==> src/rtl/shift_pkg.sv <==
// rtl/shift_pkg.sv - shared op/state encodings and default sizes for the shift sequencer
package shift_pkg;

    localparam int DEF_WIDTH   = 16;
    localparam int DEF_SHAMT_W = 4;

    typedef enum logic [1:0] {
        OP_SLL = 2'b00,
        OP_SRA = 2'b01,
        OP_ROR = 2'b10,
        OP_ILL = 2'b11
    } op_e;

    typedef enum logic [1:0] {
        ST_IDLE = 2'b00,
        ST_BUSY = 2'b01,
        ST_DONE = 2'b10
    } state_e;

endpackage

==> src/rtl/shift_stage.sv <==
// rtl/shift_stage.sv - one stage of the log shifter: shifts d by 2^k when en is set
module shift_stage
    import shift_pkg::*;
#(
    parameter int WIDTH = DEF_WIDTH,
    parameter int K_W   = 2
) (
    input  logic [WIDTH-1:0] d,
    input  logic [K_W-1:0]   k,
    input  op_e              op,
    input  logic             en,
    output logic [WIDTH-1:0] q
);

    logic [WIDTH-1:0] w_sll;
    logic [WIDTH-1:0] w_sra;
    logic [WIDTH-1:0] w_ror;

    always_comb begin
        w_sll = d << (1 << k);
        w_sra = WIDTH'($signed(d) >>> (1 << k));
        // Rotate as the low half of the doubled word shifted right.
        w_ror = WIDTH'({d, d} >> (1 << k));
        q     = d;
        if (en) begin
            case (op)
                OP_SLL:  q = w_sll;
                OP_SRA:  q = w_sra;
                OP_ROR:  q = w_ror;
                default: q = d;
            endcase
        end
    end

endmodule

==> src/rtl/shift_seq_ctrl.sv <==
// rtl/shift_seq_ctrl.sv - multi-cycle shift/rotate sequencer; SHIFT_SEQ_SKIP_EN skips zero shamt bits
module shift_seq_ctrl
    import shift_pkg::*;
#(
    parameter int WIDTH   = DEF_WIDTH,
    parameter int SHAMT_W = DEF_SHAMT_W
) (
    input  logic               clk,
    input  logic               rst_n,
    input  logic               req_valid,
    output logic               req_ready,
    input  logic [WIDTH-1:0]   req_data,
    input  logic [SHAMT_W-1:0] req_shamt,
    input  logic [1:0]         req_op,
    output logic               resp_valid,
    input  logic               resp_ready,
    output logic [WIDTH-1:0]   resp_data,
    output logic               resp_err
);

    localparam int K_W = (SHAMT_W > 1) ? $clog2(SHAMT_W) : 1;

    state_e             r_state;
    logic               r_ready;
    logic               r_valid;
    logic [WIDTH-1:0]   r_data;
    logic [SHAMT_W-1:0] r_shamt;
    op_e                r_op;
    logic               r_err;

    logic [K_W-1:0]     w_k;
    logic               w_en;
    logic               w_last;
    logic               w_fast;
    logic [WIDTH-1:0]   w_q;

`ifdef SHIFT_SEQ_SKIP_EN
    // r_shamt doubles as the residual mask of stages still to apply.
    logic [SHAMT_W-1:0] w_mask_nxt;

    always_comb begin
        w_k = '0;
        for (int i = SHAMT_W - 1; i >= 0; i--) begin
            if (r_shamt[i]) w_k = K_W'(i);
        end
        w_en       = |r_shamt;
        w_mask_nxt = r_shamt & (r_shamt - SHAMT_W'(1));
        w_last     = (w_mask_nxt == '0);
        w_fast     = (req_shamt == '0);
    end
`else
    logic [K_W-1:0] r_cnt;

    always_comb begin
        w_k    = r_cnt;
        w_en   = r_shamt[r_cnt];
        w_last = (r_cnt == K_W'(SHAMT_W - 1));
        w_fast = 1'b0;
    end
`endif

    shift_stage #(
        .WIDTH (WIDTH),
        .K_W   (K_W)
    ) u_stage (
        .d  (r_data),
        .k  (w_k),
        .op (r_op),
        .en (w_en),
        .q  (w_q)
    );

    always_ff @(posedge clk) begin
        if (!rst_n) begin
            r_state <= ST_IDLE;
            r_ready <= 1'b1;
            r_valid <= 1'b0;
            r_data  <= '0;
            r_shamt <= '0;
            r_op    <= OP_SLL;
            r_err   <= 1'b0;
`ifndef SHIFT_SEQ_SKIP_EN
            r_cnt   <= '0;
`endif
        end else begin
            case (r_state)
                ST_IDLE: begin
                    if (req_valid) begin
                        r_data  <= req_data;
                        r_shamt <= req_shamt;
                        r_op    <= op_e'(req_op);
                        r_err   <= (req_op == OP_ILL);
                        r_ready <= 1'b0;
`ifndef SHIFT_SEQ_SKIP_EN
                        r_cnt   <= '0;
`endif
                        // Illegal ops (and empty masks when skipping) finish at the accept edge.
                        if ((req_op == OP_ILL) || w_fast) begin
                            r_state <= ST_DONE;
                            r_valid <= 1'b1;
                        end else begin
                            r_state <= ST_BUSY;
                        end
                    end
                end
                ST_BUSY: begin
                    r_data <= w_q;
`ifdef SHIFT_SEQ_SKIP_EN
                    r_shamt <= w_mask_nxt;
`else
                    r_cnt   <= r_cnt + K_W'(1);
`endif
                    if (w_last) begin
                        r_state <= ST_DONE;
                        r_valid <= 1'b1;
                    end
                end
                ST_DONE: begin
                    if (resp_ready) begin
                        r_state <= ST_IDLE;
                        r_valid <= 1'b0;
                        r_ready <= 1'b1;
                    end
                end
                default: begin
                    r_state <= ST_IDLE;
                    r_valid <= 1'b0;
                    r_ready <= 1'b1;
                end
            endcase
        end
    end

    assign req_ready  = r_ready;
    assign resp_valid = r_valid;
    assign resp_data  = r_data;
    assign resp_err   = r_err;

endmodule

==> config.mk <==
export PLATFORM = sky130hd
export DESIGN_NAME = shift_seq_ctrl
export DESIGN_NICKNAME = d
export VERILOG_FILES = /design/src/rtl/shift_pkg.sv /design/src/rtl/shift_stage.sv /design/src/rtl/shift_seq_ctrl.sv
export SDC_FILE = /design/constraint.sdc
export NUM_CORES = 1
export LEC_CHECK = 0
export CORE_AREA = 4 4 109 111
export DETAILED_ROUTE_END_ITERATION = 7
export DIE_AREA = 0 0 113 115
export GPL_ROUTABILITY_DRIVEN = 1
export PLACE_DENSITY = 0.6
export SYNTH_ARGS = -nofsm -noshare
export SYNTH_HDL_FRONTEND = slang
export SYNTH_SLANG_ARGS = --single-unit
==> constraint.sdc <==
create_clock -name clk -period 2.3 [get_ports clk]
set_input_delay 0.345 -clock clk [delete_from_list [all_inputs] [get_ports clk]]
set_output_delay 0.345 -clock clk [all_outputs]
set_load 0.02 [all_outputs]
# Yosys cells after proc, flatten, opt, wreduce, memory -nomap -nowiden
# Index checks and enable logic that the tools add are counted.
dict set report totals {
  out_inout_bits 19
  wordCells 57
  ff_bits 29
}
dict set report classes {
  eq_ne 12
  n_shift 4
  bitwise 1
  order_cmp 1
  n_mux 21
  n_addsub 1
  reduce_logical 9
}
# operator count
set op_table {}
lappend op_table {{16-bit one-hot mux with 3 select lines} 1}
lappend op_table {{16-bit 2-to-1 mux} 2}
lappend op_table {{16-bit one-hot mux with 2 select lines} 1}
lappend op_table {{1-bit by 2-bit left shift with 32-bit output (first input constant)} 1}
lappend op_table {{16-bit by 32-bit left shift with 16-bit output} 1}
lappend op_table {{32-bit by 32-bit right shift with 16-bit output} 1}
lappend op_table {{16-bit by 32-bit >>> shifter with 16-bit output} 1}
lappend op_table {{2-bit 2-to-1 mux} 5}
lappend op_table {{2-bit == test (second input constant)} 4}
lappend op_table {{2-bit inequality test (second input constant)} 4}
lappend op_table {{4-bit AND reduction} 2}
lappend op_table {{1-bit 2-to-1 mux} 7}
lappend op_table {{1-bit one-hot mux with 3 select lines} 2}
lappend op_table {{2-bit one-hot mux with 3 select lines} 1}
lappend op_table {{3-bit AND reduction} 2}
lappend op_table {{2-bit by 1-bit == test with 1-bit output (second input constant)} 2}
lappend op_table {{2-bit logical NOT} 2}
lappend op_table {{4-bit by 1-bit inequality test with 1-bit output (second input constant)} 1}
lappend op_table {{2-bit one-hot mux with 2 select lines} 1}
lappend op_table {{2-bit AND reduction} 2}
lappend op_table {{2-bit by 3-bit less-than comparator with 1-bit output (second input constant)} 1}
lappend op_table {{2-bit by 1-bit adder with 2-bit output (second input constant)} 1}
lappend op_table {{1-bit binary-select mux with 2-bit select} 1}
lappend op_table {{2-bit by 1-bit inequality test with 1-bit output (second input constant)} 1}
lappend op_table {{2 further kinds} 2}

# Longest topological paths before layout
# Gate-level depths: netlist of run 1.
dict set report depth {
  depth_word 5
  mapped_depth 11
  mapped_depth_nobuf 7
}

# Hierarchy
# A second synthesis of run 1 with hierarchy kept.
dict set report hier_totals {
  cells_unflattened 316
  hier_area_um2 2667.6
}
# module n_inst cells_each seq_area_each_um2 area_per_inst_um2
set modules_own_cells {}
lappend modules_own_cells {shift_stage 1 169 0.0 1377.6}
lappend modules_own_cells {shift_seq_ctrl 1 147 580.6 1290.0}

# Worst setup path before layout of run 1
# OpenSTA, ideal clock, no wires.
dict set report synth_timing {
  path_type {register -> register}
  start {register r_cnt[0]}
  end {register r_data[10] (netlist: resp_data[10])}
  path_stages_with_launch 9
  period_less_slack_ps 2269
  required_ps 2173
  setup_slack_ps 31
  path_buffers 1
  t_arrival_ps 2142
  path_cell_list {dfxtp_1 > inv_1 > ha_1 > buf_2 > mux2_1 > mux2_2 > mux2_2 > a2111oi_1 > o31ai_1}
}
dict set report synth_between {
  elab_chain_cells 5
  elab_cells_between_ends 11
  classes_between {1 x eq/ne; 4 x shift; 5 x mux; 1 x reduce/logical}
}
# element line
set synth_rtl {}
lappend synth_rtl {{start: declaration} shift_seq_ctrl.sv:52} ;# logic [K_W-1:0] r_cnt;
lappend synth_rtl {{start signal: assignment} shift_seq_ctrl.sv:111} ;# r_cnt <= r_cnt + K_W'(1);
lappend synth_rtl {{1-bit by 2-bit left shift with 32-bit output} {shift_stage.sv:20, shift_stage.sv:21, shift_stage.sv:23}}
lappend synth_rtl {{32-bit by 32-bit right shift with 16-bit output (tied with other cells)} shift_stage.sv:23} ;# w_ror = WIDTH'({d, d} >> (1 << k));
lappend synth_rtl {{16-bit one-hot mux with 3 select lines} shift_stage.sv:26} ;# case (op)
lappend synth_rtl {{16-bit 2-to-1 mux} shift_stage.sv:25} ;# if (en) begin
lappend synth_rtl {{16-bit one-hot mux with 2 select lines} shift_seq_ctrl.sv:86} ;# case (r_state)
lappend synth_rtl {{end signal: assignment} shift_seq_ctrl.sv:89} ;# r_data <= req_data;
lappend synth_rtl {{end signal: assignment} shift_seq_ctrl.sv:107} ;# r_data <= w_q;
lappend synth_rtl {{end: declaration} shift_seq_ctrl.sv:26} ;# logic [WIDTH-1:0] r_data;
# Several ways; a longest one is shown, not always the timed one. The select of a mux whose other input is x is not followed.
# A chain may end at the register's enable or synchronous reset.

# Final worst setup path of run 1
dict set report layout_timing {
  start {register r_cnt[1]}
  end {register r_data[11] (netlist: resp_data[11])}
}
# The elaborated chain is that of the path after synthesis.

==> results of run 1 <==
kinds of logic (layout without fill, tap and decap cells):
logic type                 count (synthesis)  after routing  synth area share
AOI/OAI and AO/OA                        131            131            0.2538
adders and majority gates                  8              8           0.02671
buffers and inverters                     59            170           0.07245
DFF                                       29             29            0.1549
muxes                                     88             88            0.3132
and+or+nand+nor                          136            136            0.1790
registers in the layout, indices dropped and copies added, names as in the netlist:
name and flops:
r_cnt 2, r_op 2, r_shamt 4, resp_err 1
r_state 2, resp_valid 1, resp_data 16, req_ready 1
power by group:
part / switching (µW) / total (µW) / internal (µW) / leakage [µW]
logic: 935 / 1870 / 935 / 0.00186
clock network: 237 / 480 / 243 / 0.0000512
registers: 143 / 708 / 565 / 0.000239
path summary, 6_finish.rpt:
kind / to / slack (ps) / cells past startpoint
setup reg to reg: resp_data[11] / -20 / 9
hold / removal: resp_valid / 510 / 1
hold reg to reg: resp_valid / 510 / 1
setup / recovery: resp_data[11] / -20 / 9
stage by stage:
stage	setup slack, ps	instances
after floorplan	31.28	451
after global placement	-311.8	686
after detailed placement	-307.9	686
after CTS	-66.84	702
after global routing	-124.0	702
final	-22.65	702
area by class of cell:
class | count | area (µm²)
fillers | 1019 | 5383
multi-input cells | 363 | 3122
repair buffers | 152 | 1393
flip-flops and latches | 29 | 583.1
well taps | 140 | 175.2
clock buffers | 6 | 82.58
inverters | 10 | 41.29
clock inverters | 2 | 13.76
what timing repair did:
item                       4_1_cts  5_1_grt
resized for setup               37       32
setup endpoints to repair       14       15
hold endpoints to repair         0        0
pin swaps                       13       15
buffers inserted                 8        0
hold buffers                     0        0
cells in the mapped netlist (all sizes together), types with 3 or more instances:
master   n
a31oi    6
mux2i   37
o31ai    4
mux2    31
nand4    3
nor2    38
clkbuf  26
o211ai   9
a21oi   17
and2     7
mux4    20
a22o     4
o41ai    3
a22oi   11
a221oi   5
nand3    8
dfxtp   29
ha       8
a31o     3
o21ai   23
a222oi   3
buf     23
a221o    3
a311oi   3
and3     3
nand2b  10
nand2   30
inv      9
o21bai   3
a41oi    3
nor2b   17
a21boi   4
nor4     3
o221ai   6
nor3     9
per-layer routing:
layer  up-vias  track usage
met5         -            0
met1      2116       0.3276
met4         0       0.1130
met3        49      0.06158
li1       1949            -
met2       268       0.4080
worst max-delay path: cells and delay by family (launching register included):
family	cells	cell delay (ps)
AO/OA/AOI/OAI	2	520
adder cells (fa/ha/maj)	1	170
buffers and inverters	3	270
flip-flops	1	340
multiplexers	2	760
AND/OR/NAND/NOR	1	170
==> results.ini, run 1 <==
[setup_path]
worst-setup-path-type = register to register
cp_max_fo = 5
critPathLaunchType = register
cp-end-kind = register
critPathMaxStageDelay_ps = 470
critPathLaunch = r_cnt[1]
critical_path.cell_chain = inv_4 > buf_6 > ha_4 > buf_6 > mux4_2 > mux2_4 > a221o_1 > nand4b_1 > a22o_1
r2r_start = r_cnt[1]
crit_required_ps = 2480
cp.arrival_ps = 2500
cpMostUsedCell = buf_6
slowest_stage = mux4_2

[floorplanning]
dieArea_mm2 = 0.01300
die_x_um = 113
num_io_pins = 45
core_area_mm2 = 0.01079
start_util = 0.3472
rows = 38
die_y_um = 115

[detailed_routing]
m1WireLength_um = 6706
first_pass_iters = 5
viasPerCell = 6.242
wl_met3_um = 1617
wirelength_um = 16610
num_vias = 4382
drtAntennaViolNets = 0
wl_per_cell_um = 23.66
routed.top_layer = met4
wl_met2_um = 7493
drc = 0
first_iter_violations = 457

[timing]
hold_viol = 0
max_freq_mhz = 430.5
min_period_over_period = 1.010
setup_tns_ps = -40.55
fin_crit_ps = 2323
slew_violations = 0
worst_clock_skew_ps = 9.140
finalSetupViolations = 2
worstMarginPinSlew_ps = 678.1
rsz0062_at_grt = true
holdWs_ps = 506.4
setup_ws_ps = -22.65
worst_slew_margin_rel = 0.5473

[cts]
cts_tree = built
cts_buffer_depth = 2
cts_htree_levels = 2
cts.sinks = 29
ctsRootBufferMaster = clkbuf_8
numCtsBuffers = 5
clk-insertion-delay-late_ps = 290
clkTransAtPathRegs_ps = 70

[synthesis]
synth_nets = 485
synth_top_area_cell = dfxtp_1
yosys-top-cells-area = dfxtp_1 (15%), mux4_2 (11%), mux2i_1 (9.9%)
synth_edf_count = 0
seq_area_frac_synth = 0.1549
yosys_warnings = 0
yosys_register_bits = 29
netlist_instances = 451
async_reset_ff_frac = 0
synth_top_area_frac = 0.1549
ys.flop_type = dfxtp_1
avgSynthCellArea_um2 = 8.309
synth_area_mm2 = 0.003747
yosys.cell_types.count = 66

[pwr]
ir_worst_vdd_uv = 313.6
leakage_uw = 0.002154
power_uw = 3057
p_per_area_mw_per_mm2 = 565.1

[place]
io_buffers = 44
hpwl_um = 12470
gp_congestion = 1.014
dpl_cell_area_mm2 = 0.004960

[grt]
grt_pass1_wl_um = 25520
antenna_found_initial = 0
grt_max_degree = 35
grt_pass1_vias = 4309
grt_usage = 0.2549
gr-total-overflow = 0

[finish]
final_cell_mix = buf_4 (89), clkdlybuf4s50_1 (44), nor2_1 (38)
postLayoutCoreUtil = 0.5013
final_common_cell = buf_4
fin_area_mm2 = 0.005410
area_growth_pct = 44.37
drive_above_1_share = 0.3434
n_antenna_cell = 0
fin_nets = 595

[status]
violations = negative setup slack
outcome = complete, but fails checks

[flow_run]
cap_violations = 0

[worst_hold_path]
hp-class = register to register
hp-start = resp_valid

Power figures use the tool's default switching activity.
==> run 2: changes to the inputs <==
--- a/config.mk
+++ b/config.mk
@@ -5,6 +5,7 @@
 export SDC_FILE = /design/constraint.sdc
 export NUM_CORES = 1
 export LEC_CHECK = 0
+export ABC_CLOCK_PERIOD_IN_PS = 2300
 export CORE_AREA = 4 4 109 111
 export DETAILED_ROUTE_END_ITERATION = 7
 export DIE_AREA = 0 0 113 115
==> results of run 2 <==
No change in the layout: final DEF, timing and power equal those of run 1.
